===== src/rtl/irq_pkg.sv =====
// Shared definitions for the interrupt arbiter: source count, register offsets, FSM states.
// Latency: n/a (definitions only).
// Backpressure: n/a.
package irq_pkg;

   // Default number of interrupt sources (TC0, TC1, external, spares)
   localparam int NSRC_DEF = 6;

   // Width of a source index; limits the design to at most 8 sources
   localparam int ID_W = 3;

   // Word offsets within the bridge window (reg_addr[3:2])
   localparam logic [1:0] REG_MASK = 2'd0;
   localparam logic [1:0] REG_MODE = 2'd1;
   localparam logic [1:0] REG_PEND = 2'd2;
   localparam logic [1:0] REG_CUR  = 2'd3;

   // Request handshake states
   typedef enum logic [1:0] {
      IDLE    = 2'd0,
      REQ     = 2'd1,
      SERVICE = 2'd2
   } state_t;

endpackage


===== src/rtl/irq_prio_enc.sv =====
// Lowest-index-wins priority encoder over the eligible interrupt vector.
// Latency: purely combinational.
// Backpressure: none; output follows input in the same cycle.
module irq_prio_enc
   import irq_pkg::*;
#(
   parameter int N = NSRC_DEF
) (
   input  logic [N-1:0]    req,
   output logic            any,
   output logic [ID_W-1:0] id
);

   // Scan from the top down so the lowest set index is the last one written
   always_comb begin
      any = |req;
      id  = '0;
      for (int i = N - 1; i >= 0; i--) begin
         if (req[i]) begin
            id = ID_W'(i);
         end
      end
   end

endmodule


===== src/rtl/irq_arbiter.sv =====
// Interrupt arbiter: edge/level capture, masking, fixed priority, single outstanding request with ack/EOI.
// Latency: edge source rising before edge N -> pending after N, irq_req after N+1; level sources one edge earlier.
// Backpressure: irq_req holds a frozen irq_id until irq_ack; no new request is raised until software writes CUR (EOI).
module irq_arbiter
   import irq_pkg::*;
#(
   parameter int NSRC = NSRC_DEF
) (
   input  logic            clk,
   input  logic            reset,
   input  logic [NSRC-1:0] hw_irq,
   input  logic [3:2]      reg_addr,
   input  logic            reg_we,
   input  logic [31:0]     reg_wdata,
   output logic [31:0]     reg_rdata,
   output logic            irq_req,
   output logic [2:0]      irq_id,
   input  logic            irq_ack
);

   state_t            state_q;
   state_t            state_d;
   logic [NSRC-1:0]   mask_q;
   logic [NSRC-1:0]   mode_q;
   logic [NSRC-1:0]   epend_q;
   logic [NSRC-1:0]   hw_q;
   logic [ID_W-1:0]   id_q;
   logic              cur_vld_q;
   logic [ID_W-1:0]   cur_id_q;

   logic              wr_mask;
   logic              wr_mode;
   logic              wr_cur;
   logic [NSRC-1:0]   mask_d;
   logic [NSRC-1:0]   mode_d;
   logic [NSRC-1:0]   epend_d;
   logic [NSRC-1:0]   rise;
   logic [NSRC-1:0]   pending;
   logic [NSRC-1:0]   eligible;
   logic [NSRC-1:0]   id_onehot;
   logic [NSRC-1:0]   ack_clr;
   logic              id_elig;
   logic              take;
   logic              load_id;
   logic              eoi;
   logic              enc_any;
   logic [ID_W-1:0]   enc_id;
   logic              unused_wdata;

   assign wr_mask = reg_we && (reg_addr == REG_MASK);
   assign wr_mode = reg_we && (reg_addr == REG_MODE);
   assign wr_cur  = reg_we && (reg_addr == REG_CUR);

   // Only the low NSRC write-data bits carry register content
   assign unused_wdata = ^reg_wdata[31:NSRC];

   assign mask_d = wr_mask ? reg_wdata[NSRC-1:0] : mask_q;
   assign mode_d = wr_mode ? reg_wdata[NSRC-1:0] : mode_q;

   // Edge sources report the stored capture, level sources mirror the pin
   assign rise     = hw_irq & ~hw_q;
   assign pending  = (mode_q & epend_q) | (~mode_q & hw_irq);
   assign eligible = pending & mask_q;

   assign id_onehot = {{(NSRC-1){1'b0}}, 1'b1} << id_q;
   assign id_elig   = |(eligible & id_onehot);

   assign take    = (state_q == REQ) && irq_ack;
   assign load_id = (state_q == IDLE) && enc_any;
   assign eoi     = (state_q == SERVICE) && wr_cur;
   assign ack_clr = take ? id_onehot : '0;

   // A new rising edge beats the ack clear; bits leaving edge mode drop their capture
   assign epend_d = ((epend_q & ~ack_clr) | rise) & mode_d;

   irq_prio_enc #(
      .N (NSRC)
   ) u_prio_enc (
      .req (eligible),
      .any (enc_any),
      .id  (enc_id)
   );

   // Next-state and request output for the handshake FSM
   always_comb begin
      state_d = state_q;
      irq_req = 1'b0;
      case (state_q)
         IDLE: begin
            if (enc_any) begin
               state_d = REQ;
            end
         end
         REQ: begin
            irq_req = 1'b1;
            if (irq_ack) begin
               state_d = SERVICE;
            end else if (!id_elig) begin
               state_d = IDLE;
            end
         end
         SERVICE: begin
            if (wr_cur) begin
               state_d = IDLE;
            end
         end
         default: begin
            state_d = IDLE;
         end
      endcase
   end

   // State register
   always_ff @(posedge clk or negedge reset) begin
      if (!reset) begin
         state_q <= IDLE;
      end else begin
         state_q <= state_d;
      end
   end

   // Configuration, capture and in-service registers
   always_ff @(posedge clk or negedge reset) begin
      if (!reset) begin
         mask_q    <= '0;
         mode_q    <= '0;
         epend_q   <= '0;
         hw_q      <= '0;
         id_q      <= '0;
         cur_vld_q <= 1'b0;
         cur_id_q  <= '0;
      end else begin
         mask_q  <= mask_d;
         mode_q  <= mode_d;
         epend_q <= epend_d;
         hw_q    <= hw_irq;
         if (load_id) begin
            id_q <= enc_id;
         end
         if (take) begin
            cur_vld_q <= 1'b1;
            cur_id_q  <= id_q;
         end else if (eoi) begin
            cur_vld_q <= 1'b0;
            cur_id_q  <= '0;
         end
      end
   end

   assign irq_id = id_q;

   // Register readback, zero-extended
   always_comb begin
      reg_rdata = '0;
      case (reg_addr)
         REG_MASK: reg_rdata = {{(32-NSRC){1'b0}}, mask_q};
         REG_MODE: reg_rdata = {{(32-NSRC){1'b0}}, mode_q};
         REG_PEND: reg_rdata = {{(32-NSRC){1'b0}}, pending};
         REG_CUR:  reg_rdata = {cur_vld_q, {(31-ID_W){1'b0}}, cur_id_q};
         default:  reg_rdata = '0;
      endcase
   end

endmodule


===== config.mk =====
export PLATFORM = sky130hd
export DESIGN_NAME = irq_arbiter
export DESIGN_NICKNAME = d
export VERILOG_FILES = /design/src/rtl/irq_pkg.sv /design/src/rtl/irq_prio_enc.sv /design/src/rtl/irq_arbiter.sv
export SDC_FILE = /design/constraint.sdc
export NUM_CORES = 1
export LEC_CHECK = 0
export BUFFER_PORTS_ARGS = -buffer_cell sky130_fd_sc_hd__buf_2
export CAP_MARGIN = 40
export CORE_MARGIN = 2
export CORE_UTILIZATION = 35
export DETAILED_ROUTE_END_ITERATION = 6
export PLACE_DENSITY_LB_ADDON = 0.1
export SLEW_MARGIN = 20
export SYNTH_ARGS = -nofsm -noshare
export SYNTH_HDL_FRONTEND = slang
export SYNTH_SLANG_ARGS = --single-unit

===== constraint.sdc =====
create_clock -name clk -period 1.4 [get_ports clk]
set_clock_uncertainty 0.05 [all_clocks]
set_input_delay 0.07 -clock clk [delete_from_list [all_inputs] [get_ports clk]]
set_output_delay 0.07 -clock clk [all_outputs]
set_load 0.02 [all_outputs]

==> summary.md, run 1 <==
| Metric | Value |
|---|---|
| Fin crit share | 123.9% |
| Starting Density | 36.64% |
| Pwr per Cell Area | 1485 mW/mm² |
| Finished Layout Cells | roughly 310 |
| Worst Setup SP | mode_q[2] |
| Post-layout minimum cycle time | 1735 ps |
| Layout area overhead | 33.36% |
| First-pass GRT wire length | 7562 µm |
| Top layer reached by signal wires | met4 |
| Synthesized area | roughly 0.0019 mm² |
| Min-delay src | reg_wdata[2] |
| Synth Area per Inst | 10.88 µm² |
| Remaining Overflow, GRT | 0 |
| Setup ws final | -334.8 ps |
| Post-synthesis adder-cell area fraction | 0% |
| Critical path endpoint category | primary output |
| H-tree levels | 2 |
| Residual DRC count | 0 |
| Final hold vios | 0 |
| Overall die height | between 70 and 80 µm |
| Die extent in x | 77.35 µm |
| Post-synthesis mux area share | 16.35% |
| Final setup TNS | -1414 ps |
| Startpoint types | flip-flop |
| PortBufs | 28 |
| Yosys cell types | 40 |
| N_diodes | 0 |
| Fmax | 576.5 MHz |
| R2R Path Start | mode_q[0] |
| HP Class | input pin to flip-flop |
| TritonCTS clock tree | yes |
| Crit-path max FO | 3 |
| Final Wtd Congestion | roughly 0.80 |
| DR WL met3 | roughly 200 µm |
| Final count of pins violating max slew | 0 |
| Final antenna-violating net count | 0 |
| LEAKAGE | about 1.2 nW |
| Synth Area in Compound Gates | between 10% and 20% |
| Status | finished, violations left |
| Total Die Area | 0.005983 mm² |
| Vias in the first global route | 1545 |
| DR iter-0 viols | 40 |
| Root buffer cell | clkbuf_8 |
| Worst Reg-to-Reg Cells | 6 |
| First-pass iteration count of the detailed router | 4 |
| Met2 wire length | 2169 µm |
| Arr. time, crit path | 1610 ps |
| Clock buffer depth | 2 |
| CTS sink count | 33 |
| DP HPWL | 3391 µm |
| Yosys reg bits | 33 |
| Via density | 4.668 |
| Critical Path RT | roughly 1300 ps |
| All-Layer GR Usage | 16.27% |
| Max cap viols | 0 |
| Cells after synthesis | 173 |
| WS Path Type | flip-flop to primary output |
| DRT Wirelength | 4415 µm |
| Post-synthesis xor/xnor area fraction | 0% |
| Top-Level Pins | 80 |
| Largest family of logic cells by synthesized area | simple AND/OR/NAND/NOR gates |
| FP Rows | 26 |
| Layout cell share with drive strength beyond 1 | 40.33% |
| Placed Cells | 288 |
| Hold depth | 2 |
| DRT met1 WL | 1993 µm |
| Seq/Total Area, Yosys | 43.85% |
| Synth Area in Simple Gates | ~16% |
| Failing checks | negative setup slack |
| Core Footprint | 0.005140 mm² |
| DR WL/cell | 14.11 µm |
| Skew-Pair Late Insertion Delay | about 280 ps |
| Reg area | 825.8 µm² |
| Setup-failing EPs final | 7 |
| Ys Warns | 0 |
| Multi-input gate area | slightly below 0.001 mm² |
| Filler Cell Count | 506 |
| Clock Pin Slew Worst Setup and Hold Paths | about 60 ps |
| RSZ-0062 raised after global routing | yes |
| Largest net degree at the start of global routing | 20 |
| Via count | roughly 1.5k |
| Antenna violations before repair | 0 |
| CTS buffer count | 5 |
| Worst vdd ir | 0.0006203 V |
| Fin nets | 287 |
[power by group]
group | switching [mW] | internal [mW]
sequential | 0.213 | 1.17
clock | 0.337 | 0.390
combinational | 0.801 | 0.818
[layout make-up]
cell class	count	area share (%)
Timing Repair Buffer	67	21.08
Sequential cell	33	32.88
Multi-Input combinational cell	135	38.96
Clock buffer	7	3.438
Inverter	1	0.1495
Tap cell	70	3.488
[flip-flops by register name, summed over array words and instances, names as in the netlist]
signal / count
state_q: 2
cur_vld_q: 1
epend_q: 6
mask_q: 6
cur_id_q: 3
mode_q: 6
hw_q: 6
irq_id: 3
[logic make-up after synthesis]
group,after synthesis
compound gates,37
flops,33
other cells,1
simple gates,50
buf+inv,29
mux,23
[layout by cell type (no fill, tap or decap), types with 4 or more instances in the layout]
master / instances
buf_2: 22
nand2b_1: 8
clkbuf_8: 6
buf_4: 24
a21oi_1: 7
dfrtp_1: 33
dlygate4sd3_1: 12
conb_1: 25
nor2b_1: 4
mux2_2: 13
mux2_4: 4
o21ai_1: 9
nor2_1: 9
buf_6: 7
o21ai_0: 4
nand2_1: 6
[synth_stat cells, drive strengths merged]
cell type / count / area share [%]
o22ai: 3 / 1.0
mux2: 17 / 11
nand3b: 3 / 1.2
or2b: 1 / 0.60
mux2i: 3 / 1.6
buf: 27 / 11
nand2: 10 / 2.9
a21o: 2 / 0.80
nor3b: 1 / 0.66
conb: 1 / 0.20
or2: 2 / 0.66
nand4: 2 / 1.0
dfrtp: 33 / 44
nand2b: 8 / 2.7
o21ai: 14 / 3.7
and3b: 2 / 0.93
a2bb2oi: 1 / 0.47
o311ai: 1 / 0.47
a211oi: 1 / 0.40
clkbuf: 1 / 0.20
inv: 1 / 0.20
and2: 1 / 0.33
mux4: 3 / 3.8
nor2b: 6 / 2.3
a21oi: 7 / 1.9
nor2: 9 / 1.8
nand3: 4 / 1.1
and3: 1 / 0.33
a32oi: 1 / 0.47
a21boi: 7 / 2.8
[final timing paths]
path                           endpoint  slack [ps]
setup / recovery           reg_rdata[2]        -330
hold reg to reg              epend_q[2]         450
max in group asynchronous     mask_q[0]         680
hold / removal                mask_q[2]           8
min in group asynchronous     irq_id[2]         190
setup reg to reg              irq_id[0]        -250
[per-stage QoR]
stage | setup WS, ps | instance area [µm²] | util (%) | hold WS [ps] | power [mW]
after floorplan | -89.01 | 1982 | - | -275.6 | 2.334
after global placement | -126.9 | 2185 | 42.50 | -35.54 | 2.784
after CTS | -335.7 | 2462 | 47.91 | 1.569 | 3.667
after global routing | -375.2 | 2511 | 48.86 | 11.70 | 3.981
final | -334.8 | 2511 | 48.86 | 7.759 | 3.730
after detailed placement | -146.0 | 2185 | 42.50 | -30.23 | 2.812
[worst max-delay path, cell delays in order (launching register included)]
cell	delay, ps
dfrtp_1	400
mux2_4	310
mux4_2	480
buf_6	150
[layer usage]
metal | up-vias | track usage, %
li1 | 697 | -
met1 | 718 | 21.31
met2 | 40 | 27.39
met3 | 6 | 3.488
met4 | 0 | 4.286
met5 | - | 0
[repair_timing]
item	CTS	global route
endpoints found under the hold margin	47	0
resized for setup	18	14
hold buffers	12	0
endpoints found under the setup margin	11	15
setup buffers	4	2
pin swaps	4	1
Power figures use the tool's default switching activity.
==> run 2: changes to the inputs <==
--- a/config.mk
+++ b/config.mk
@@ -5,6 +5,7 @@
 export SDC_FILE = /design/constraint.sdc
 export NUM_CORES = 1
 export LEC_CHECK = 0
+export ABC_AREA = 1
 export BUFFER_PORTS_ARGS = -buffer_cell sky130_fd_sc_hd__buf_2
 export CAP_MARGIN = 40
 export CORE_MARGIN = 2
==> run 2 against run 1 <==
  * Via count rose by 15%
  * First-iteration DRC count rose by 95%
  * The flow still finishes with violations (negative setup slack)
  * Largest cell class unchanged
  * Power rose by 0.31%
  * Utilization rose by 0.15 points
  * Routed wire length rose by 2.2%
  * Sequential share of layout area barely moved
  * Combinational power rose by 4%
  * Area after synthesis fell by 0.13%
  * Setup slack improved by 290 ps
  * Maximum frequency rose by 20%
==> summary.md, run 2 <==
| Metric | Value |
|---|---|
| Most common cell after layout, fill and taps aside | nand2_1 |
| CTS sink count | 33 (unchanged) |
| Worst reg2reg setup slack | -20 ps (+230 ps) |
| PortBufs | 28 (unchanged) |
| Overall die height | 77.30 µm (about the same) |
| Core Footprint | 0.005140 mm² (unchanged) |
| Synthesized area | 0.001881 mm² (-0.13%) |
| DR WL/cell | 11.81 µm (-16%) |
| Via density | 4.395 (-5.8%) |
| Skew-Pair Late Insertion Delay | 280 ps (about the same) |
| CP dominant cell by count | nand2_2 |
| Most frequent cells in the layout | nand2_1 (41), dfrtp_1 (32), inv_1 (28), buf_4 (28), conb_1 (25) |
| Final hold vios | 0 (unchanged) |
| DR iter-0 viols | 78 (+95%) |
| Asr flop ratio synth | 100.0% (unchanged) |
| DRT met1 WL | 2070 µm (+3.9%) |
| Critical path endpoint category | primary output |
| Arr. time, crit path | 1330 ps (-280 ps) |
| Ys Warns | 0 (unchanged) |
| Via count | 1679 (+15%) |
| Total Die Area | 0.005975 mm² (-0.13%) |
| Post-synth top cells | nand2_1 (53), inv_1 (38), dfrtp_1 (33), buf_4 (25), nor2_1 (19) |
| Final count of pins violating max slew | 0 (unchanged) |
| RSZ-0062 raised after global routing | yes |
| Top layer reached by signal wires | met4 |
| FF-to-FF End | epend_q[0] |
| DP HPWL | 3283 µm (-3.2%) |
| Layout area overhead | 33.93% |
| Largest net degree at the start of global routing | 19 (-5.0%) |
| TritonCTS clock tree | yes |
| First-pass iteration count of the detailed router | 4 (unchanged) |
| Startpoint types | flip-flop |
| Post-DP Area | 0.002079 mm² (-4.8%) |
| CP top delay family | flip-flops |
| LEAKAGE | 1.349 nW (+13%) |
| Max cap viols | 0 (unchanged) |
| Vias in the first global route | 1560 (+0.97%) |
| Clock buffer depth | 2 (unchanged) |
| Dominant synthesized flop cell | dfrtp_1 |
| Biggest area consumer among synthesized cells | dfrtp_1 |
| Min-delay src | hw_irq[0] |
| Crit-path max FO | 3 (unchanged) |
| Worst-path cell chain | inv_2 -> nand2_2 -> nand2_2 -> o22ai_1 -> a21oi_1 -> nand2_1 -> buf_6 |
| N_diodes | 0 (unchanged) |
| Cells after synthesis | 239 (+38%) |
| H-tree levels | 2 (unchanged) |
| Synth area leaders | dfrtp_1 (44%), nand2_1 (11%), buf_4 (10%) |
| Hold Path End | epend_q[0] |
| Synth top area share | 43.91% (+0.058 points) |
| All-Layer GR Usage | 15.83% (-0.44 points) |
| Yosys cell types | 27 (-33%) |
| Top-Level Pins | 80 (unchanged) |
| Clock Pin Slew Worst Setup and Hold Paths | 70 ps (about the same) |
| Synth Area per Inst | 7.868 µm² (-28%) |
| Worst vdd ir | 0.0006930 V (+12%) |
| Seq/Total Area, Yosys | 43.91% (+0.058 points) |
| Worst Reg-to-Reg Cells | 9 (+3) |
| EDFF count, synth | 0 (unchanged) |
| Fin util | 49.00% (+0.15 points) |
| Worst path bufs/invs | 2 (+1) |
| Hold depth | 4 (+2) |
| FP Rows | 26 (unchanged) |
| Fin crit share | 103.3% (-21 points) |
| Post-route cell area | 0.002519 mm² (+0.30%) |
| Post-layout minimum cycle time | 1446 ps (-289.0 ps) |
| Starting Density | 36.59% (-0.049 points) |
| Most frequent cell after synthesis | nand2_1 |
| WS Path Type | flip-flop to primary output |
| DR WL met3 | 210 µm (+5.0%) |
| CP max stage cell | dfrtp_1 |
| Setup-failing EPs final | 3 (-4) |
| HP Class | input pin to flip-flop |
| R2R Path Start | mode_q[0] |
| Layout cell share with drive strength beyond 1 | 33.33% (-7.0 points) |
| Die extent in x | 77.30 µm (about the same) |
| Status | finished, violations left |
| Antenna violations before repair | 0 (unchanged) |
| Residual DRC count | 0 (unchanged) |
| CTS buffer count | 5 (unchanged) |
| Final Wtd Congestion | 0.8340 (+4.6%) |
| Setup ws final | -45.78 ps (+289.0 ps) |
| DRT Wirelength | 4513 µm (+2.2%) |
| First-pass GRT wire length | 7417 µm (-1.9%) |
| Critical Path RT | 1280 ps (about the same) |
| Final antenna-violating net count | 0 (unchanged) |
| Fmax | 691.7 MHz (+20%) |
| Root buffer cell | clkbuf_8 |
| Filler Cell Count | 520 (+2.8%) |
| Remaining Overflow, GRT | 0 (unchanged) |
| Max stage delay on crit path | 410 ps (-70 ps) |
| Yosys reg bits | 33 (unchanged) |
| Met2 wire length | 2179 µm (+0.46%) |
| Failing checks | negative setup slack |
| Fin nets | 356 (+24%) |
| Pwr per Cell Area | 1485 mW/mm² (about the same) |
[run 2: repair_timing]
item / CTS / global route
endpoints found under the hold margin: 49 / 0
buffers inserted: 14 / 5
gates resized for setup: 11 / 30
endpoints found under the setup margin: 4 / 12
hold buffers: 13 / 0
pin swaps: 3 / 5
[run 2: power by group]
group | internal (mW) | switching [mW] | total, mW
sequential | 1.18 | 0.145 | 1.33
clock | 0.390 | 0.339 | 0.729
combinational | 0.709 | 0.977 | 1.69
total | 2.28 | 1.46 | 3.74
[run 2: logic make-up after synthesis]
family                 share of synthesized area (%)
AO/OA/AOI/OAI                                  10.65
buffers and inverters                          18.36
flip-flops                                     43.91
multiplexers                                   3.194
other                                         0.1994
AND/OR/NAND/NOR                                23.69
[run 2: cell type report]
cell class              count  area [µm²]  area share (%)
flip-flops and latches     33       827.0           32.84
multi-input cells         165       855.8           33.98
well taps                  70       87.58           3.477
repair buffers             68       515.5           20.47
clock buffers               7       86.33           3.428
inverters                  39       146.4           5.812
[run 2: stage by stage]
stage | setup WS, ps | hold WS (ps) | instances | TNS, ps | power (mW)
after global placement | 79.27 | -30.04 | 344 | 0 | 2.710
after detailed placement | 84.89 | -40.14 | 344 | 0 | 2.705
after floorplan | 34.10 | -275.6 | 263 | 0 | 2.282
final | -45.78 | 96.03 | 382 | -86.29 | 3.741
after global routing | -107.6 | 123.9 | 382 | -496.1 | 4.013
after CTS | -36.21 | 76.54 | 378 | -50.90 | 3.592
[run 2: how the worst max path moves through the flow]
| stage | from | cells after the start | end | slack (ps) |
|---|---|---|---|---|
| 6_report | mode_q[2] | 7 | reg_rdata[2] | -50 |
| 5_1_grt | mode_q[1] | 7 | reg_rdata[1] | -110 |
| 4_1_cts | epend_q[2] | 7 | reg_rdata[2] | -40 |
| 3_5_place_dp | irq_id[0] | 9 | state_q[0] | 80 |
| 3_3_place_gp | irq_id[0] | 9 | state_q[0] | 80 |
| 2_1_floorplan | state_q[1] | 4 | epend_q[0] | 30 |
[run 2: worst register-to-register path: cells and delay by family, from the launching register on]
kind                   cells  cell delay, ps
and+or+nand+nor            1              60
DFF                        1             400
AOI/OAI and AO/OA          2             170
buffers and inverters      6             660
[run 2: routing by layer]
| metal | GRT usage [%] | up-vias |
|---|---|---|
| li1 | - | 863 |
| met1 | 20.95 | 763 |
| met2 | 25.91 | 47 |
| met3 | 3.765 | 6 |
| met4 | 4.286 | 0 |
| met5 | 0 | - |
